**src/rtl/input_deserializer_pkg.sv**
```systemverilog
`default_nettype none
// ============================================================================
//  Module      : input_deserializer_pkg
//  Description : Shared constants and types for the 3x3 array multiplier
//                byte-stream front end and result serializer.
//  Revision    : 1.0  initial release
// ============================================================================
package input_deserializer_pkg;

  localparam int N_ELEM    = 9;               // elements per 3x3 matrix
  localparam int ELEM_W    = 8;               // bits per element / transfer
  localparam int RES_W     = 18;              // result element width
  localparam int BYTES_IN  = 2 * N_ELEM;      // bytes per input matrix pair
  localparam int BYTES_OUT = 27;              // bytes per serialized result
  localparam int CNT_W     = 5;               // holds 0..BYTES_IN
  localparam int MAT_W     = N_ELEM * ELEM_W; // packed matrix width

  typedef enum logic [1:0] {
    IDLE   = 2'd0,
    LOAD_A = 2'd1,
    LOAD_B = 2'd2,
    FULL   = 2'd3
  } state_e;

endpackage
`default_nettype wire

```
**src/rtl/input_deserializer.sv**
```systemverilog
`default_nettype none
// ============================================================================
//  Module      : input_deserializer
//  Description : Collects 18 bytes (9 of matrix A, then 9 of matrix B,
//                row-major) from a valid/ready stream into two packed
//                72-bit matrices and hands them off with a valid/consume
//                handshake.
//  Revision    : 1.0  initial release
// ============================================================================
module input_deserializer
  import input_deserializer_pkg::*;
(
  input  logic              clk,
  input  logic              reset,
  input  logic              enable,
  input  logic [ELEM_W-1:0] in_data,
  input  logic              in_valid,
  output logic              in_ready,
  output logic [MAT_W-1:0]  a_mat,
  output logic [MAT_W-1:0]  b_mat,
  output logic              mat_valid,
  input  logic              consume,
  output logic [CNT_W-1:0]  byte_count
);

  // Counter values of the last A byte and the last byte of the pair; the
  // B element index is the running count minus B_BASE.
  localparam logic [CNT_W-1:0] LAST_A = CNT_W'(N_ELEM - 1);
  localparam logic [CNT_W-1:0] B_BASE = CNT_W'(N_ELEM);
  localparam logic [CNT_W-1:0] LAST_B = CNT_W'(BYTES_IN - 1);

  state_e             state_q, state_d;
  logic [CNT_W-1:0]   cnt_q, cnt_d;
  logic [MAT_W-1:0]   a_q, a_d;
  logic [MAT_W-1:0]   b_q, b_d;
  logic               xfer;
  logic [3:0]         elem_idx;
  logic [6:0]         bit_off;

  // Handshake flags decode straight from the state register only.
  assign in_ready   = (state_q == LOAD_A) || (state_q == LOAD_B);
  assign mat_valid  = (state_q == FULL);
  assign a_mat      = a_q;
  assign b_mat      = b_q;
  assign byte_count = cnt_q;
  assign xfer       = in_valid && in_ready;

  // Next-state, counter and element write-decode.
  always_comb begin
    state_d  = state_q;
    cnt_d    = cnt_q;
    a_d      = a_q;
    b_d      = b_q;
    elem_idx = (state_q == LOAD_B) ? 4'(cnt_q - B_BASE) : cnt_q[3:0];
    bit_off  = {elem_idx, 3'b000};

    if (!enable) begin
      // Abort: discard any partial load but keep matrix contents.
      state_d = IDLE;
      cnt_d   = '0;
    end else begin
      unique case (state_q)
        IDLE: begin
          state_d = LOAD_A;
          cnt_d   = '0;
        end
        LOAD_A: begin
          if (xfer) begin
            a_d[bit_off +: ELEM_W] = in_data;
            cnt_d                  = cnt_q + 1'b1;
            if (cnt_q == LAST_A) state_d = LOAD_B;
          end
        end
        LOAD_B: begin
          if (xfer) begin
            b_d[bit_off +: ELEM_W] = in_data;
            cnt_d                  = cnt_q + 1'b1;
            if (cnt_q == LAST_B) state_d = FULL;
          end
        end
        FULL: begin
          // Old contents stay until overwritten by the next load.
          if (consume) begin
            state_d = LOAD_A;
            cnt_d   = '0;
          end
        end
        default: begin
          state_d = IDLE;
          cnt_d   = '0;
        end
      endcase
    end
  end

  // State, counter and matrix registers with synchronous reset.
  always_ff @(posedge clk) begin
    if (reset) begin
      state_q <= IDLE;
      cnt_q   <= '0;
      a_q     <= '0;
      b_q     <= '0;
    end else begin
      state_q <= state_d;
      cnt_q   <= cnt_d;
      a_q     <= a_d;
      b_q     <= b_d;
    end
  end

endmodule
`default_nettype wire

```
**config.mk**
```make
export PLATFORM = sky130hd
export DESIGN_NAME = input_deserializer
export DESIGN_NICKNAME = d
export VERILOG_FILES = /design/src/rtl/input_deserializer_pkg.sv /design/src/rtl/input_deserializer.sv
export SDC_FILE = /design/constraint.sdc
export NUM_CORES = 1
export LEC_CHECK = 0
export ABC_AREA = 0
export ABC_CLOCK_PERIOD_IN_PS = 2600
export CORE_ASPECT_RATIO = 0.7
export CORE_MARGIN = 10
export CORE_UTILIZATION = 44
export DETAILED_ROUTE_END_ITERATION = 7
export PLACE_DENSITY = 0.78
export SYNTH_ARGS = -nofsm -noshare
export SYNTH_HDL_FRONTEND = slang
export SYNTH_SLANG_ARGS = --single-unit
```
**constraint.sdc**
```tcl
create_clock -name clk -period 2.6 [get_ports clk]
set_input_delay 0.39 -clock clk [delete_from_list [all_inputs] [get_ports clk]]
set_output_delay 0.39 -clock clk [all_outputs]
set_load 0.01 [all_outputs]
```
Word level (Yosys, flattened, before mapping). Index checks and enable logic that the tools add are counted.

$add $sub $neg: 3. Equality and inequality tests: 11. Shift-type cells: 2. Mux-type cells: 12. Bitwise gates (word level): 1. Reductions and logical operators: 9.

Operator list (number): bitwise mux 72 bit (2); variable shift 8 x 9 -> 72 bit, first input constant (1); indexed part select 8 x 9 -> 72 bit (1); one-hot mux 5 bit (3 select lines) (1); two-way mux 2 bit (5); two-way mux 5 bit (2); negator 7 -> 9 bit (1); != test 2 x 1 -> 1 bit, second input constant (4); one-hot mux 2 bit (4 select lines) (1); AND reduction 3 bit (2); adder 5 x 1 -> 5 bit, second input constant (1); equality test 5 x 4 -> 1 bit, second input constant (1); equality test 5 bit, second input constant (1); AND reduction 5 bit (1); equality test 2 bit, second input constant (2); two-way mux 4 bit (1); != test 2 bit, second input constant (2); OR reduction 2 bit (2); subtractor 4 bit, second input constant (1); equality test 2 x 1 -> 1 bit, second input constant (1); zero test 2 bit (1); AND reduction 2 bit (1); logical AND 1 bit (1); logical OR 1 bit (1); inverter 1 bit (1).

Register bits after elaboration: 151. Input port bits: 13. Output and inout port bits: 151. Word-level logic and storage cells: 42.

Longest topological paths before layout.
Depth in word-level cells: 5. Depth in mapped cells: 12. Mapped depth without buffers: 10.

Worst setup path before layout. Ideal clock, no wire load.

Kind: register -> register. From: register state_q[0]. To: register a_q[16], in the netlist a_mat[16]. Setup time: 72 ps. Data arrival time: 2547 ps. Required time: 2528 ps. Slack: -19 ps. Stages on the path, launching flop included: 11. Buffers on the path: 2. Period minus slack after synthesis: 2619 ps. Cells stage by stage: dfxtp_1 inv_1 ha_1 buf_4 xnor2_1 ha_1 inv_1 xnor2_2 and3_1 buf_2 mux2i_1.

Word-level cells in the longest chain between the ends: 5. Elaborated cells between the ends (all ways): 10. Classes of those cells: add/sub: 1; eq/ne: 2; shift: 2; mux: 2; reduce/logical: 3.

RTL lines: start, declared (RTL line input_deserializer.sv:32) `state_e state_q, state_d;`; start signal, assigned (RTL line input_deserializer.sv:104) `state_q <= state_d;`; equality test 2 bit (RTL line input_deserializer.sv:41, input_deserializer.sv:54); two-way mux 4 bit (RTL line input_deserializer.sv:54) `elem_idx = (state_q == LOAD_B) ? 4'(cnt_q - B_BASE) : cnt_q[3:0];`; negator 7 -> 9 bit (RTL line input_deserializer.sv:69) `a_d[bit_off +: ELEM_W] = in_data;`; indexed part select 8 x 9 -> 72 bit or variable shift 8 x 9 -> 72 bit (tied branches) (RTL line input_deserializer.sv:69); bitwise mux 72 bit (RTL line input_deserializer.sv:69); end signal, assigned (RTL line input_deserializer.sv:101) `a_q <= '0;`; end signal, assigned (RTL line input_deserializer.sv:106) `a_q <= a_d;`; end, declared (RTL line input_deserializer.sv:34) `logic [MAT_W-1:0] a_q, a_d;`.

Parallel ways exist; a longest one is shown, timed or not. A chain may end at the register's enable or synchronous reset.

Worst setup path after layout.
From: register state_q[1]. To: register a_q[67], in the netlist a_mat[67].

Same word-level chain as after synthesis.

==> impl_metrics.tcl <==
set metrics [dict create \
    outcome "finished clean" \
    initial_core_util_pct 45.62 \
    grtUsageTotal_pct 19.16 \
    synth_edf_count 0 \
    portBuffers 163 \
    worstPathRequired_ns 2.94 \
    clk_pin_slew_ns 0.07 \
    yosys.area_share.simple_pct 21.61 \
    synth_top_cell_area_share_pct 46.99 \
    ant_nets 0 \
    synth_top_area_cell "dfxtp_1" \
    met1_length_um 8935 \
    synth_cell_types 48 \
    r2r_cells 9 \
    finalNonFillerCells 981 \
    yosys-top-cells-count "dfxtp_1 (151), nand2b_1 (139), mux2i_1 (128)" \
    clkLatencyLatePin_ns 0.42 \
    core_um2 14100 \
    grt_max_degree 62 \
    rsz0062_at_grt "yes" \
    top_layer_used "met4" \
    worst_slew_pin_slew_ns 0.6595 \
    hold_path_class "flip-flop to flip-flop" \
    gp_congestion 0.9387 \
    power_density_nw_per_um2 578.2 \
    synthAdderAreaFrac_pct 2.140 \
    dp_hpwl_um 14110 \
    period_share_pct 98.94 \
    async_flop_share_pct 0 \
    syn_nets 634 \
    area.growth.synth_to_final_pct 40.21 \
    clock_skew_ns 0.007497 \
    worstSetupPathType "flip-flop to flip-flop" \
    synth_compound_area_share_pct 4.843 \
    slew_headroom_pct 56.03 \
    io_pins 164 \
    cts_tree "built" \
    wl_met2_um 8391 \
    dp_cells 944 \
    netlist_top_cells_area "dfxtp_1 (47%), mux2i_1 (20%), nand2b_1 (14%), nand3b_1 (2.2%), ha_1 (2.1%)" \
    ir_worst_vdd_mv 0.3813 \
    drive_gt1_share_pct 9.861 \
    drv_cap 0 \
    htreeDepth 4 \
    crit_path_end_kind "flip-flop" \
    ctsLongestPathBuffers 2 \
    critPathLaunchType "flip-flop" \
    max_freq_mhz 388.7 \
    synth_warnings 0 \
    final_nets 802 \
    hold_viol_final 0 \
    routed-wl-met3_um 1874 \
    cts_made_buffers 17 \
    drv_slew 0 \
    die_width_um 164.5 \
    post-route-drc-count 0 \
    synth_xor_area_share_pct 1.342 \
    die-height_um 121.2 \
    design.die.area_um2 19930 \
    cts-root-buf "clkbuf_16" \
    synthCells 610 \
    firstDrtPassIters 4 \
    multiInputGateArea_um2 3253 \
    num_rows 36 \
    ys_seq_area_share_pct 46.99 \
    antenna_cells 0 \
    syn-cell-area_um2 6432 \
    regArea_um2 3023 \
    whs_path_depth 2 \
    routedWlPerCell_um 19.82 \
    synth-seq-cells 151 \
    final-setup-viol-count 0 \
    grt_pass1_wl_um 30190 \
    crit_fanout 12 \
    synth_top_family_by_area "simple AND/OR/NAND/NOR gates" \
    arrival_ns 2.91 \
    clock_sinks 151 \
    drt-initial-drc-count 321 \
    vias 5042 \
    synthMuxAreaShare_pct 20.09 \
    overflow 0 \
    fill_cells 1120 \
    synth.most_common_cell "dfxtp_1" \
    first_global_vias 5267 \
    synth_top_flop_cell "dfxtp_1" \
    viasPerCell 5.140 \
    leakagePower_nw 3.766 \
    wirelength_um 19450 \
    fin_util_pct 63.97 \
    fin_crit_ns 2.572 \
    antenna_found_initial 0 \
    synth.avg_cell_area_um2 10.54 \
]
-- where the power goes --
part	leakage, nW	switching, mW	internal [mW]
registers	1.22	0.00303	2.32
clock network	0.300	0.949	1.63
logic	2.25	0.186	0.129
total	3.77	1.14	4.08
-- routing by layer --
metal / up-vias / GRT usage (%)
met1: 2442 / 25.05
met3: 26 / 7.627
met2: 172 / 28.79
met4: 0 / 5.077
met5: - / 0
li1: 2402 / -
-- sequential cells by signal (all words and copies together), names as in the netlist --
| register | flops |
|---|---|
| state_q | 2 |
| byte_count | 5 |
| a_mat | 72 |
| b_mat | 72 |
-- cells in the final DEF (no fill, tap or decap), types with 7 or more instances in the layout --
master	instances
nand2_1	25
mux2i_1	128
nand3b_1	19
clkbuf_16	17
nand2b_1	139
nor2_1	12
dfxtp_1	151
ha_1	10
clkdlybuf4s50_1	162
buf_4	20
nand4_1	7
inv_1	8
o21ai_0	18
-- final timing paths --
| check | start | endpoint | slack [ns] |
|---|---|---|---|
| hold reg to reg | b_mat[56] | b_mat[56] | 0.47 |
| setup / recovery | state_q[1] | a_mat[67] | 0.03 |
| hold / removal | b_mat[56] | b_mat[56] | 0.47 |
| setup reg to reg | state_q[1] | a_mat[67] | 0.03 |
-- cell type report --
cell class | instances | area share, %
Clock buffer | 20 | 4.953
Clock inverter | 12 | 1.956
Inverter | 8 | 0.3330
Multi-Input combinational cell | 414 | 36.07
Sequential cell | 151 | 33.52
Tap cell | 190 | 2.636
Timing Repair Buffer | 186 | 20.53
-- cell families after synthesis --
family / after synthesis
buf+inv: 45
fa+ha+maj: 11
simple gates: 226
flops: 151
compound gates: 39
xor+xnor: 9
mux: 129
-- per-stage QoR --
| stage | power, mW | hold slack, ns | worst slack [ns] | TNS [ns] | instance area [µm²] |
|---|---|---|---|---|---|
| finish | 5.214 | 0.4721 | 0.02761 | 0 | 9019 |
| global route | 5.393 | 0.4921 | -0.1356 | -5.018 | 9019 |
| CTS | 5.239 | 0.4773 | -0.007248 | -0.008350 | 8910 |
| detailed placement | 2.676 | 0.4600 | -0.07543 | -1.777 | 8284 |
| global placement | 2.669 | 0.4610 | 0.04383 | 0 | 8284 |
| floorplan | 2.572 | 0.4862 | 0.03407 | 0 | 6444 |
-- worst max-delay path: stages, from the launching register on --
cell,delay (ns)
dfxtp_1,0.36
ha_2,0.35
nor2_1,0.09
a21o_1,0.20
ha_1,0.29
buf_4,0.15
nand3b_1,0.20
nor2_1,0.08
a2bb2oi_2,0.52
mux2i_1,0.24
-- timing repair --
| item | CTS | global route |
|---|---|---|
| setup buffers | 0 | 5 |
| hold buffers | 0 | 0 |
| setup endpoints to repair | 71 | 99 |
| pin swaps | 0 | 2 |
| endpoints found under the hold margin | 0 | 0 |
| gates resized for setup | 1 | 4 |
Note: power is estimated with default switching activity, not from simulation.
